$ cat src/rtl/ring_token_arbiter_pkg.sv
// ring_token_arbiter_pkg: arbiter state encoding and default configuration.
`default_nettype none

package ring_token_arbiter_pkg;

  typedef enum logic [1:0] {
    IDLE  = 2'd0,
    GRANT = 2'd1,
    GAP   = 2'd2
  } arb_state_t;

  localparam int DEF_N        = 3;
  localparam int DEF_IDXW     = 2;
  localparam int DEF_HOLD_MAX = 15;

endpackage

`default_nettype wire

$ cat src/rtl/ring_token_ptr.sv
// ring_token_ptr: one-hot ring pointer; loads onehot(owner) rotated left by one,
// or steps itself left by one on advance. Resets to bit 0.
`default_nettype none

module ring_token_ptr
  import ring_token_arbiter_pkg::*;
#(
  parameter int N    = DEF_N,
  parameter int IDXW = DEF_IDXW
) (
  input  logic            clock,
  input  logic            reset,
  input  logic            advance,
  input  logic            load,
  input  logic [IDXW-1:0] owner,
  output logic [N-1:0]    token
);

  logic [N-1:0] ptr_q;
  logic [N-1:0] owner_oh;

  always_comb begin
    owner_oh = '0;
    for (int i = 0; i < N; i++) begin
      owner_oh[i] = (owner == IDXW'(i));
    end
  end

  always_ff @(posedge clock or negedge reset) begin
    if (!reset) begin
      ptr_q <= N'(1);
    end else if (load) begin
      ptr_q <= {owner_oh[N-2:0], owner_oh[N-1]};
    end else if (advance) begin
      ptr_q <= {ptr_q[N-2:0], ptr_q[N-1]};
    end
  end

  assign token = ptr_q;

endmodule

`default_nettype wire

$ cat src/rtl/ring_token_arbiter.sv
// ring_token_arbiter: round-robin token arbiter with grant/done handshake and a
// dead cycle between grants. Optional forced release under RING_ARB_TIMEOUT_EN.
`default_nettype none

module ring_token_arbiter
  import ring_token_arbiter_pkg::*;
#(
  parameter int N        = DEF_N,
  parameter int IDXW     = DEF_IDXW,
  parameter int HOLD_MAX = DEF_HOLD_MAX
) (
  input  logic            clock,
  input  logic            reset,
  input  logic [N-1:0]    req,
  input  logic [N-1:0]    done,
  output logic [N-1:0]    grant,
  output logic [IDXW-1:0] owner,
  output logic            busy,
  output logic [N-1:0]    token,
  output logic            timeout
);

  if (N < 2 || (2 ** IDXW) < N || HOLD_MAX < 1) begin : g_param_check
    $error("ring_token_arbiter: illegal N/IDXW/HOLD_MAX combination");
  end

  arb_state_t      state_q, state_d;
  logic [N-1:0]    grant_q, grant_d;
  logic [IDXW-1:0] owner_q, owner_d;
  logic [IDXW-1:0] winner;
  logic [N-1:0]    winner_oh;
  logic            found;
  logic            done_owner;
  logic            expire;
  logic            release_now;

  // Lower offsets from the token are visited last, so the nearest request wins.
  always_comb begin
    found     = 1'b0;
    winner    = '0;
    winner_oh = '0;
    for (int off = N - 1; off >= 0; off--) begin
      for (int i = 0; i < N; i++) begin
        if (token[i] && req[(i + off) % N]) begin
          found                   = 1'b1;
          winner                  = IDXW'((i + off) % N);
          winner_oh               = '0;
          winner_oh[(i + off) % N] = 1'b1;
        end
      end
    end
  end

  // grant_q is onehot(owner) while in GRANT, so this filters non-owner done bits.
  assign done_owner = |(done & grant_q);

  always_comb begin
    state_d     = state_q;
    grant_d     = grant_q;
    owner_d     = owner_q;
    release_now = 1'b0;
    case (state_q)
      IDLE: begin
        if (found) begin
          state_d = GRANT;
          grant_d = winner_oh;
          owner_d = winner;
        end
      end
      GRANT: begin
        if (done_owner || expire) begin
          release_now = 1'b1;
          state_d     = GAP;
          grant_d     = '0;
        end
      end
      GAP: begin
        state_d = IDLE;
      end
      default: begin
        state_d = IDLE;
        grant_d = '0;
      end
    endcase
  end

  always_ff @(posedge clock or negedge reset) begin
    if (!reset) begin
      state_q <= IDLE;
      grant_q <= '0;
      owner_q <= '0;
    end else begin
      state_q <= state_d;
      grant_q <= grant_d;
      owner_q <= owner_d;
    end
  end

  ring_token_ptr #(
    .N    (N),
    .IDXW (IDXW)
  ) u_token_ptr (
    .clock   (clock),
    .reset   (reset),
    .advance (1'b0),
    .load    (release_now),
    .owner   (owner_q),
    .token   (token)
  );

`ifdef RING_ARB_TIMEOUT_EN
  localparam int CW = $clog2(HOLD_MAX + 1);

  logic [CW-1:0] hold_q;
  logic          timeout_q;

  // hold_q counts completed GRANT cycles, so expiry lands on the HOLD_MAX-th one.
  assign expire = (state_q == GRANT) && (hold_q == CW'(HOLD_MAX - 1));

  always_ff @(posedge clock or negedge reset) begin
    if (!reset) begin
      hold_q    <= '0;
      timeout_q <= 1'b0;
    end else begin
      timeout_q <= release_now && expire && !done_owner;
      if (state_q != GRANT) begin
        hold_q <= '0;
      end else begin
        hold_q <= hold_q + CW'(1);
      end
    end
  end

  assign timeout = timeout_q;
`else
  assign expire  = 1'b0;
  assign timeout = 1'b0;
`endif

  assign grant = grant_q;
  assign owner = owner_q;
  assign busy  = |grant_q;

endmodule

`default_nettype wire

$ cat config.mk
export PLATFORM = sky130hd
export DESIGN_NAME = ring_token_arbiter
export DESIGN_NICKNAME = d
export VERILOG_FILES = /design/src/rtl/ring_token_arbiter_pkg.sv /design/src/rtl/ring_token_ptr.sv /design/src/rtl/ring_token_arbiter.sv
export SDC_FILE = /design/constraint.sdc
export NUM_CORES = 1
export LEC_CHECK = 0
export CORE_MARGIN = 4
export CORE_UTILIZATION = 39
export CTS_BUF_LIST = sky130_fd_sc_hd__clkbuf_16
export DETAILED_ROUTE_END_ITERATION = 8
export GPL_TIMING_DRIVEN = 0
export PLACE_DENSITY = 0.7
export SYNTH_ARGS = -nofsm -noshare
export SYNTH_HDL_FRONTEND = slang
export SYNTH_SLANG_ARGS = --single-unit
export TNS_END_PERCENT = 10
$ cat constraint.sdc
create_clock -name clock -period 1.3 [get_ports clock]
set_clock_uncertainty 0.05 [all_clocks]
set_input_delay 0.195 -clock clock [delete_from_list [all_inputs] [get_ports clock]]
set_output_delay 0.195 -clock clock [all_outputs]
set_load 0.05 [all_outputs]
# Word-level counts from Yosys, hierarchy flattened
# Index checks and enable logic that the tools add are counted.
[classes]
n_bitwise = 2
eq_ne = 6
mux = 35
reduce_logical = 16
[ops]
columns = ["operator", "count"]
rows = [
  ["two-way mux 3 bit", 11],
  ["two-way mux 2 bit", 11],
  ["two-way mux 1 bit", 11],
  ["logical AND 1 bit", 9],
  ["one-hot mux 3 bit (3 select lines)", 1],
  ["OR reduction 3 bit", 2],
  ["equality test 2 x 1 -> 1 bit, second input constant", 2],
  ["equality test 2 bit, second input constant", 2],
  ["logical NOT 2 bit", 2],
  ["inequality test 2 bit, second input constant", 2],
  ["one-hot mux 2 bit (2 select lines)", 1],
  ["AND reduction 2 bit", 2],
  ["AND 3 bit", 1],
  ["AND reduction 3 bit", 1],
  ["NOT 1 bit", 1],
]
[word_totals]
regBits = 10
wordCells = 63
out_inout_bits = 10

# Depth between registers and ports, before layout
# Gate-level depths: netlist of run 1.
[logic_depth]
depth_word = 12
depth_mapped = 4
depth_no_buf = 4

# Modules after synthesis
# A second synthesis of run 1 with hierarchy kept.
[hier_totals]
hier_cells = 52
hier_area_um2 = 555.5
[modules_own_cells]
columns = ["mod", "cells_each", "area_per_inst_um2", "n_inst"]
rows = [
  ["ring_token_arbiter", 40, 410.4, 1],
  ["ring_token_ptr", 12, 145.1, 1],
]

# Worst setup path before layout of run 1
# No wires, ideal clock.
[synth_path]
path_type = "reg2reg"
startpoint = "reg grant_q[0] (netlist: grant[0])"
endpoint = "reg u_token_ptr.ptr_q[2] (netlist: u_token_ptr.token[2])"
t_required_ns = 1.125
stages_incl_launch_ff = 5
synth_period_minus_slack_ns = 1.619
path_slack_ns = -0.319
arrival_ns = 1.444
n_path_buf = 0
path_cell_list = "dfrtp_1 > a22o_1 > a21oi_4 > nor2b_4 > mux2_4"
[synth_between]
elab_chain_len = 4
[synth_rtl]
columns = ["element", "line_no", "rtl"]
rows = [
  ["from (decl)", "ring_token_arbiter.sv:28", "logic [N-1:0] grant_q, grant_d;"],
  ["from (signal assigned)", "ring_token_arbiter.sv:94", "grant_q <= grant_d;"],
  ["AND 3 bit", "ring_token_arbiter.sv:55", "assign done_owner = |(done & grant_q);"],
  ["OR reduction 3 bit", "ring_token_arbiter.sv:55", ""],
  ["two-way mux 1 bit", "ring_token_arbiter.sv:71", "if (done_owner || expire) begin"],
  ["two-way mux 1 bit", "ring_token_arbiter.sv:62", "case (state_q)"],
  ["to (signal assigned)", "ring_token_ptr.sv:33", "ptr_q <= {owner_oh[N-2:0], owner_oh[N-1]};"],
  ["to (signal assigned)", "ring_token_ptr.sv:35", "ptr_q <= {ptr_q[N-2:0], ptr_q[N-1]};"],
  ["to (decl)", "ring_token_ptr.sv:19", "logic [N-1:0] ptr_q;"],
]
# Every way passes these cells.
# A chain may end at the register's enable or synchronous reset.

# Final worst setup path of run 1
[layout_path]
startpoint = "reg u_token_ptr.ptr_q[0] (netlist: u_token_ptr.token[0])"
endpoint = "reg owner_q[1] (netlist: owner[1])"
[layout_between]
elab_chain_len = 11
elab_cells_between_ends = 22
classes_between = "mux (18); reduce/logical (4)"
[layout_rtl]
columns = ["element", "line_no", "rtl"]
rows = [
  ["logical AND 1 bit", "ring_token_arbiter.sv:44", "if (token[i] && req[(i + off) % N]) begin"],
  ["two-way mux 1 bit (9 in a row)", "ring_token_arbiter.sv:44", ""],
  ["AND reduction 2 bit (no line)", "n/a", ""],
  ["to (signal assigned)", "ring_token_arbiter.sv:95", "owner_q <= owner_d;"],
  ["to (decl)", "ring_token_arbiter.sv:29", "logic [IDXW-1:0] owner_q, owner_d;"],
]
# Parallel ways exist; a longest one is shown, timed or not.

==> results of run 1 <==
cells by family after synthesis:
family / after synthesis / share of synthesized area [%]
AND/OR/NAND/NOR: 23 / 22.5
AO/OA/AOI/OAI: 13 / 19.5
flip-flops: 10 / 45.7
buffers and inverters: 4 / 3.41
multiplexers: 3 / 8.18
other: 1 / 0.681
worst reg2reg max path, cell delays in order, from the launching register on:
cell       delay, ns
dfstp_2         0.64
a211oi_2        0.11
o2111ai_2       0.24
a21bo_2         0.24
worst min-delay path by stage:
stage / startpoint / to / cells after the start
final: reset / state_q[0]$_DFFE_PN0P_ / 1
after detailed placement: state_q[1]$_DFFE_PN0P_ / state_q[0]$_DFFE_PN0P_ / 1
after global placement: state_q[1]$_DFFE_PN0P_ / state_q[0]$_DFFE_PN0P_ / 1
after global routing: reset / state_q[1]$_DFFE_PN0P_ / 1
after CTS: reset / owner[1]$_DFFE_PN0P_ / 1
after floorplan: reset / grant[0]$_DFFE_PN0P_ / 0
through the flow:
stage          setup TNS [ns]  hold slack [ns]  area [µm²]
3_3_place_gp            -3.95            0.447         734
2_1_floorplan           -1.19           -0.151         556
4_1_cts                -0.581            0.238         815
6_report               -0.663            0.222         861
5_1_grt                 -1.09            0.256         861
3_5_place_dp            -4.08            0.450         734
what timing repair did:
action	CTS	global route
resized for setup	41	15
pin swaps	1	4
setup buffers	0	3
setup endpoints to repair	17	13
cell type report:
type	count	area [µm²]
Multi-Input combinational cell	40	325
Tap cell	15	18.8
Buffer	1	7.51
Clock inverter	1	3.75
Inverter	3	11.3
Clock buffer	3	75.1
Fill cell	109	457
Timing Repair Buffer	19	161
Sequential cell	10	258
registers in the layout (all words and copies together), names as in the netlist:
signal             count
state_q                2
grant                  3
u_token_ptr.token      3
owner                  2
synthesized netlist by cell type (all sizes together):
cell type / instances / area [µm²]
a21oi: 3 / 26.3
nand3: 2 / 10.0
and2b: 1 / 7.51
a21bo: 2 / 20.0
nand4: 1 / 6.26
dfstp: 1 / 26.3
nor2: 7 / 26.3
a22o: 1 / 8.76
inv: 3 / 11.3
buf: 1 / 7.51
nand2b: 1 / 6.26
dfrtp: 9 / 225
a2bb2oi: 1 / 8.76
a211oi: 1 / 7.51
o311ai: 1 / 8.76
conb: 1 / 3.75
mux2: 3 / 45.0
nor3: 5 / 30.0
nand2: 3 / 11.3
o21ai: 2 / 10.0
o2111ai: 2 / 17.5
nor2b: 3 / 26.3
routing by layer:
| layer | track usage, % | up-vias |
|---|---|---|
| met5 | 0 | - |
| li1 | - | 237 |
| met3 | 5.93 | 2 |
| met2 | 22.3 | 7 |
| met1 | 17.7 | 236 |
| met4 | 5.26 | 0 |
==> out/metrics.cfg, run 1 <==
[floorplan]
core_area_um2 = 1320
io_pins = 18
die-height_um = 45.6
die_area_um2 = 2080
die_width_um = 45.6
std_cell_rows = 13
start_util_pct = 41.8

[clock_tree]
cts.sinks = 10
cts_tree = done
cts_buffers = 3
cts_hold_buf = 0
cts_htree_levels = 1
cts.root.buffer_cell = clkbuf_16
clk_latency_ns = 0.24
path_clk_slew_ns = 0.04
cts_buffer_depth = 2

[timing]
final_max_slew_viol_count = 0
rsz0062_at_grt = true
max_freq_mhz = 719
finalSetupViolCount = 10
finalCritPeriodShare_pct = 107
hold_viol_final = 0
period_needed_ns = 1.39
fin_ws_ns = -0.0910

[place]
dp_slack_ns = -0.360
globalplace.congestion = 0.694
dp.cells = 85
io_buffers = 16
hpwlAfterDp_um = 964

[route]
wl_um = 1350
drtPass1Iterations = 4
highest_layer = met4
wire_per_inst_um = 14.7
drtIter0Drc = 6
final_antenna_net_count = 0
wl_met3_um = 44
m1WireLength_um = 594
route.met2.wl_um = 700
viasPerCell = 5.24
vias = 482
drc_errors = 0

[cells_and_area]
fin_util_pct = 65.3
final_cell_mix = 6 x buf_4, 6 x clkdlybuf4s50_1, 5 x nor2_1, 5 x dfrtp_2
finalNonFillerCells = 92
layout-drive-gt1-share_pct = 46.8
areaGrowthSynthToFinish_pct = 56.4
fin_nets = 86
diodes = 0

[worst_setup_path]
rr_endpoint = owner[1]$_DFFE_PN0P_
required_ns = 1.37
cp-startpoint = u_token_ptr.token[0]$_DFFE_PN1P_
critical_path_arrival_ns = 1.46
crit_buf_inv = 0
cpMaxStageDelayCell = dfstp_2
critPathMaxStageDelay_ns = 0.64
start_kind = flip-flop
path_max_fanout = 7
r2r_cells = 3
crit_type = flip-flop to flip-flop
worstPathCellList = a211oi_2 > o2111ai_2 > a21bo_2
endpoint = owner[1]$_DFFE_PN0P_
cp_top_family = flip-flops
worstSetupEndpointType = flip-flop
cp.depth = 3
reg2reg_setup_slack_ns = -0.09
reg2reg_from = u_token_ptr.token[0]$_DFFE_PN1P_

[global_route]
grt_max_degree = 11
grt_pass1_wl_um = 2080
grt_pass1_vias = 440
antenna_found_initial = 0
gr-total-overflow = 0
gr-usage-all-layers_pct = 14.4

[status]
failed_checks = negative setup slack
status = finished, violations left

[min_path]
hold_path_class = input pin to asynchronous set/reset pin

[synthesis]
yosys_warnings = 0
synth_area_um2 = 551
synth_cells = 54
seq_area_frac_synth_pct = 45.7
syn-num-nets = 62
syn_area_per_cell_um2 = 10.2
synth.distinct_cells = 25
yosys_register_bits = 10

[run]
drv_cap = 0

Power of run 1 is left out: the tool's default activity adds up to more than one toggle a clock period on the data nets, which glitch-free logic cannot reach.
==> inputs of run 2 (changes only) <==
--- a/config.mk
+++ b/config.mk
@@ -12,4 +12,5 @@
 export GPL_TIMING_DRIVEN = 0
 export PLACE_DENSITY = 0.7
+export RECOVER_POWER = 25
 export SYNTH_ARGS = -nofsm -noshare
 export SYNTH_HDL_FRONTEND = slang
--- a/constraint.sdc
+++ b/constraint.sdc
@@ -3,3 +3,3 @@
 set_input_delay 0.195 -clock clock [delete_from_list [all_inputs] [get_ports clock]]
 set_output_delay 0.195 -clock clock [all_outputs]
-set_load 0.05 [all_outputs]
+set_load 0.005 [all_outputs]
==> run 2 against run 1 <==
Effect of this change: the flow still finishes with violations (negative setup slack); clock-buffer cell count stayed put; global-route usage increased by 2.0 points; maximum frequency down 0.25%; first-iteration DRC count grew to 2.5 times the previous value; critical path type is now input pin to flip-flop; critical endpoint unchanged; highest routed layer unchanged.
==> out/metrics.cfg, run 2 (synthesis gave the netlist of run 1 again) <==
[status]
status = finished, violations left
failed_checks = negative setup slack

[clock_tree]
clk_latency_ns = 0.24
cts_tree = done
cts_buffers = 3
cts_buffer_depth = 2
path_clk_slew_ns = 0.04
cts.sinks = 10
cts_htree_levels = 1
cts.root.buffer_cell = clkbuf_16

[power_and_ir_drop]
switching_share_pct = 35.6
clkPwrFrac_pct = 24.5
internal-power_w = 0.00149
p_sw_w = 0.000824
combPwrFrac_pct = 47.7
ir_drop_mv = 1.18
p_seq_share_pct = 27.8
power.density_nw_per_um2 = 2680
leakage_nw = 0.403
p_total_w = 0.00231

[floorplan]
die_width_um = 45.6
die-height_um = 45.6
start_util_pct = 41.8
core_area_um2 = 1320
die_area_um2 = 2080
std_cell_rows = 13
io_pins = 18

[timing]
finalSetupViolCount = 8
fin_ws_ns = -0.0946
hold_viol_final = 0
rsz0062_at_grt = true
period_needed_ns = 1.39
hold_ws_ns = 0.299
max_freq_mhz = 717
final_max_slew_viol_count = 0
finalCritPeriodShare_pct = 107

[worst_setup_path]
start_kind = input pin
cp-startpoint = req[0]
endpoint = owner[1]$_DFFE_PN0P_
critical_path_arrival_ns = 1.47
crit_type = input pin to flip-flop
required_ns = 1.38
reg2reg_from = state_q[1]$_DFFE_PN0P_
r2r_cells = 3
rr_endpoint = u_token_ptr.token[2]$_DFFE_PN0P_
worstSetupEndpointType = flip-flop
reg2reg_setup_slack_ns = -0.08
path_max_fanout = 4

[cells_and_area]
fillers = 102
seq_area_um2 = 253
diodes = 0
final_cell_mix = 8 x dfrtp_1, 7 x dlygate4sd2_1, 6 x nor2_1, 6 x clkdlybuf4s50_1, 4 x buf_4
areaGrowthSynthToFinish_pct = 56.6
final_common_cell = dfrtp_1
layout-drive-gt1-share_pct = 32.1
multi_input_area_um2 = 310
fin_nets = 87

[place]
globalplace.congestion = 0.735
io_buffers = 16
hpwlAfterDp_um = 903
dp_slack_ns = -0.359

[route]
drc_errors = 0
wire_per_inst_um = 14.8
vias = 502
final_antenna_net_count = 0
drtPass1Iterations = 4
viasPerCell = 5.40
wl_um = 1380
drtIter0Drc = 15

[global_route]
met2_usage_pct = 22.6
grt_pass1_wl_um = 2280
gr-usage-met3_pct = 6.72
gr-total-overflow = 0
grt_pass1_vias = 514
gr-usage-all-layers_pct = 16.4
grt_use_met1_pct = 19.6
top_usage_layer = met2
grt_max_degree = 11
antenna_found_initial = 0

[run]
drv_cap = 0

[min_path]
hold_path_class = input pin to asynchronous set/reset pin

==> run 2: changes by cell type in the layout (fill, tap and decap cells not counted), sizes merged <==
cell           previous run  this run
dlygate4sd3               0         1
clkbuf                    3         4
buf                      11         5
clkdlybuf4s15             1         0
dlygate4sd2               1         7
==> run 2: layout make-up <==
class	count	share of cell area, %
plain buffers	1	0.871
clock buffers	3	8.71
clock inverters	1	0.435
inverters	3	1.31
multi-input cells	40	36.0
flip-flops and latches	10	29.3
well taps	15	2.18
repair buffers	20	21.2
==> run 2: metal layers <==
layer,vias to the layer above,part of all wire [%]
li1,241,-
met2,18,46
met5,-,0
met3,5,5.9
met4,0,2.9
met1,238,45
==> run 2: critical path, stage by stage <==
cell	delay, ns
clkdlybuf4s50_1	0.51
nor3_2	0.32
nor2_2	0.08
o2111ai_1	0.13
a21bo_2	0.25
==> run 2: power by group through the flow <==
| stage | logic, W | clock network (W) | registers (W) |
|---|---|---|---|
| 6_report | 0.00110 | 0.000567 | 0.000641 |
| 5_1_grt | 0.00120 | 0.000596 | 0.000667 |
| 4_1_cts | 0.00101 | 0.000569 | 0.000629 |
| 3_5_place_dp | 0.000965 | 0 | 0.000666 |
| 3_3_place_gp | 0.000958 | 0 | 0.000665 |
| 2_1_floorplan | 0.000573 | 0 | 0.000639 |
==> run 2: metrics by stage <==
stage / std cells / TNS (ns) / area (µm²) / util [%]
after floorplan: 54 / -0.0317 / 551 / -
after CTS: 91 / -1.05 / 826 / 62.7
final: 93 / -0.459 / 862 / 65.4
after global routing: 93 / -0.877 / 862 / 65.4
after detailed placement: 85 / -2.37 / 729 / 55.4
after global placement: 85 / -2.27 / 729 / 55.4
==> run 2: how the worst min path moves through the flow <==
stage                           startpoint                endpoint  slack (ns)
detailed placement  state_q[1]$_DFFE_PN0P_  state_q[0]$_DFFE_PN0P_        0.46
global route                         reset  state_q[1]$_DFFE_PN0P_        0.34
floorplan                            reset    grant[0]$_DFFE_PN0P_       -0.15
CTS                                  reset  state_q[0]$_DFFE_PN0P_        0.25
global placement    state_q[1]$_DFFE_PN0P_  state_q[0]$_DFFE_PN0P_        0.45
finish                               reset  state_q[1]$_DFFE_PN0P_        0.30
==> run 2: repair_timing <==
| action | in CTS | in global routing |
|---|---|---|
| pin swaps | 0 | 1 |
| gates resized for setup | 11 | 11 |
| endpoints found under the setup margin | 17 | 10 |
| setup buffers | 2 | 2 |
| hold buffers | 0 | 0 |
Note: power is estimated with default switching activity, not from simulation.
==> inputs of run 3 (changes only) <==
- SLEW_MARGIN: not set -> 20
==> results of run 3 <==
Same layout as run 2: the final DEF is identical, and so are final timing and power.
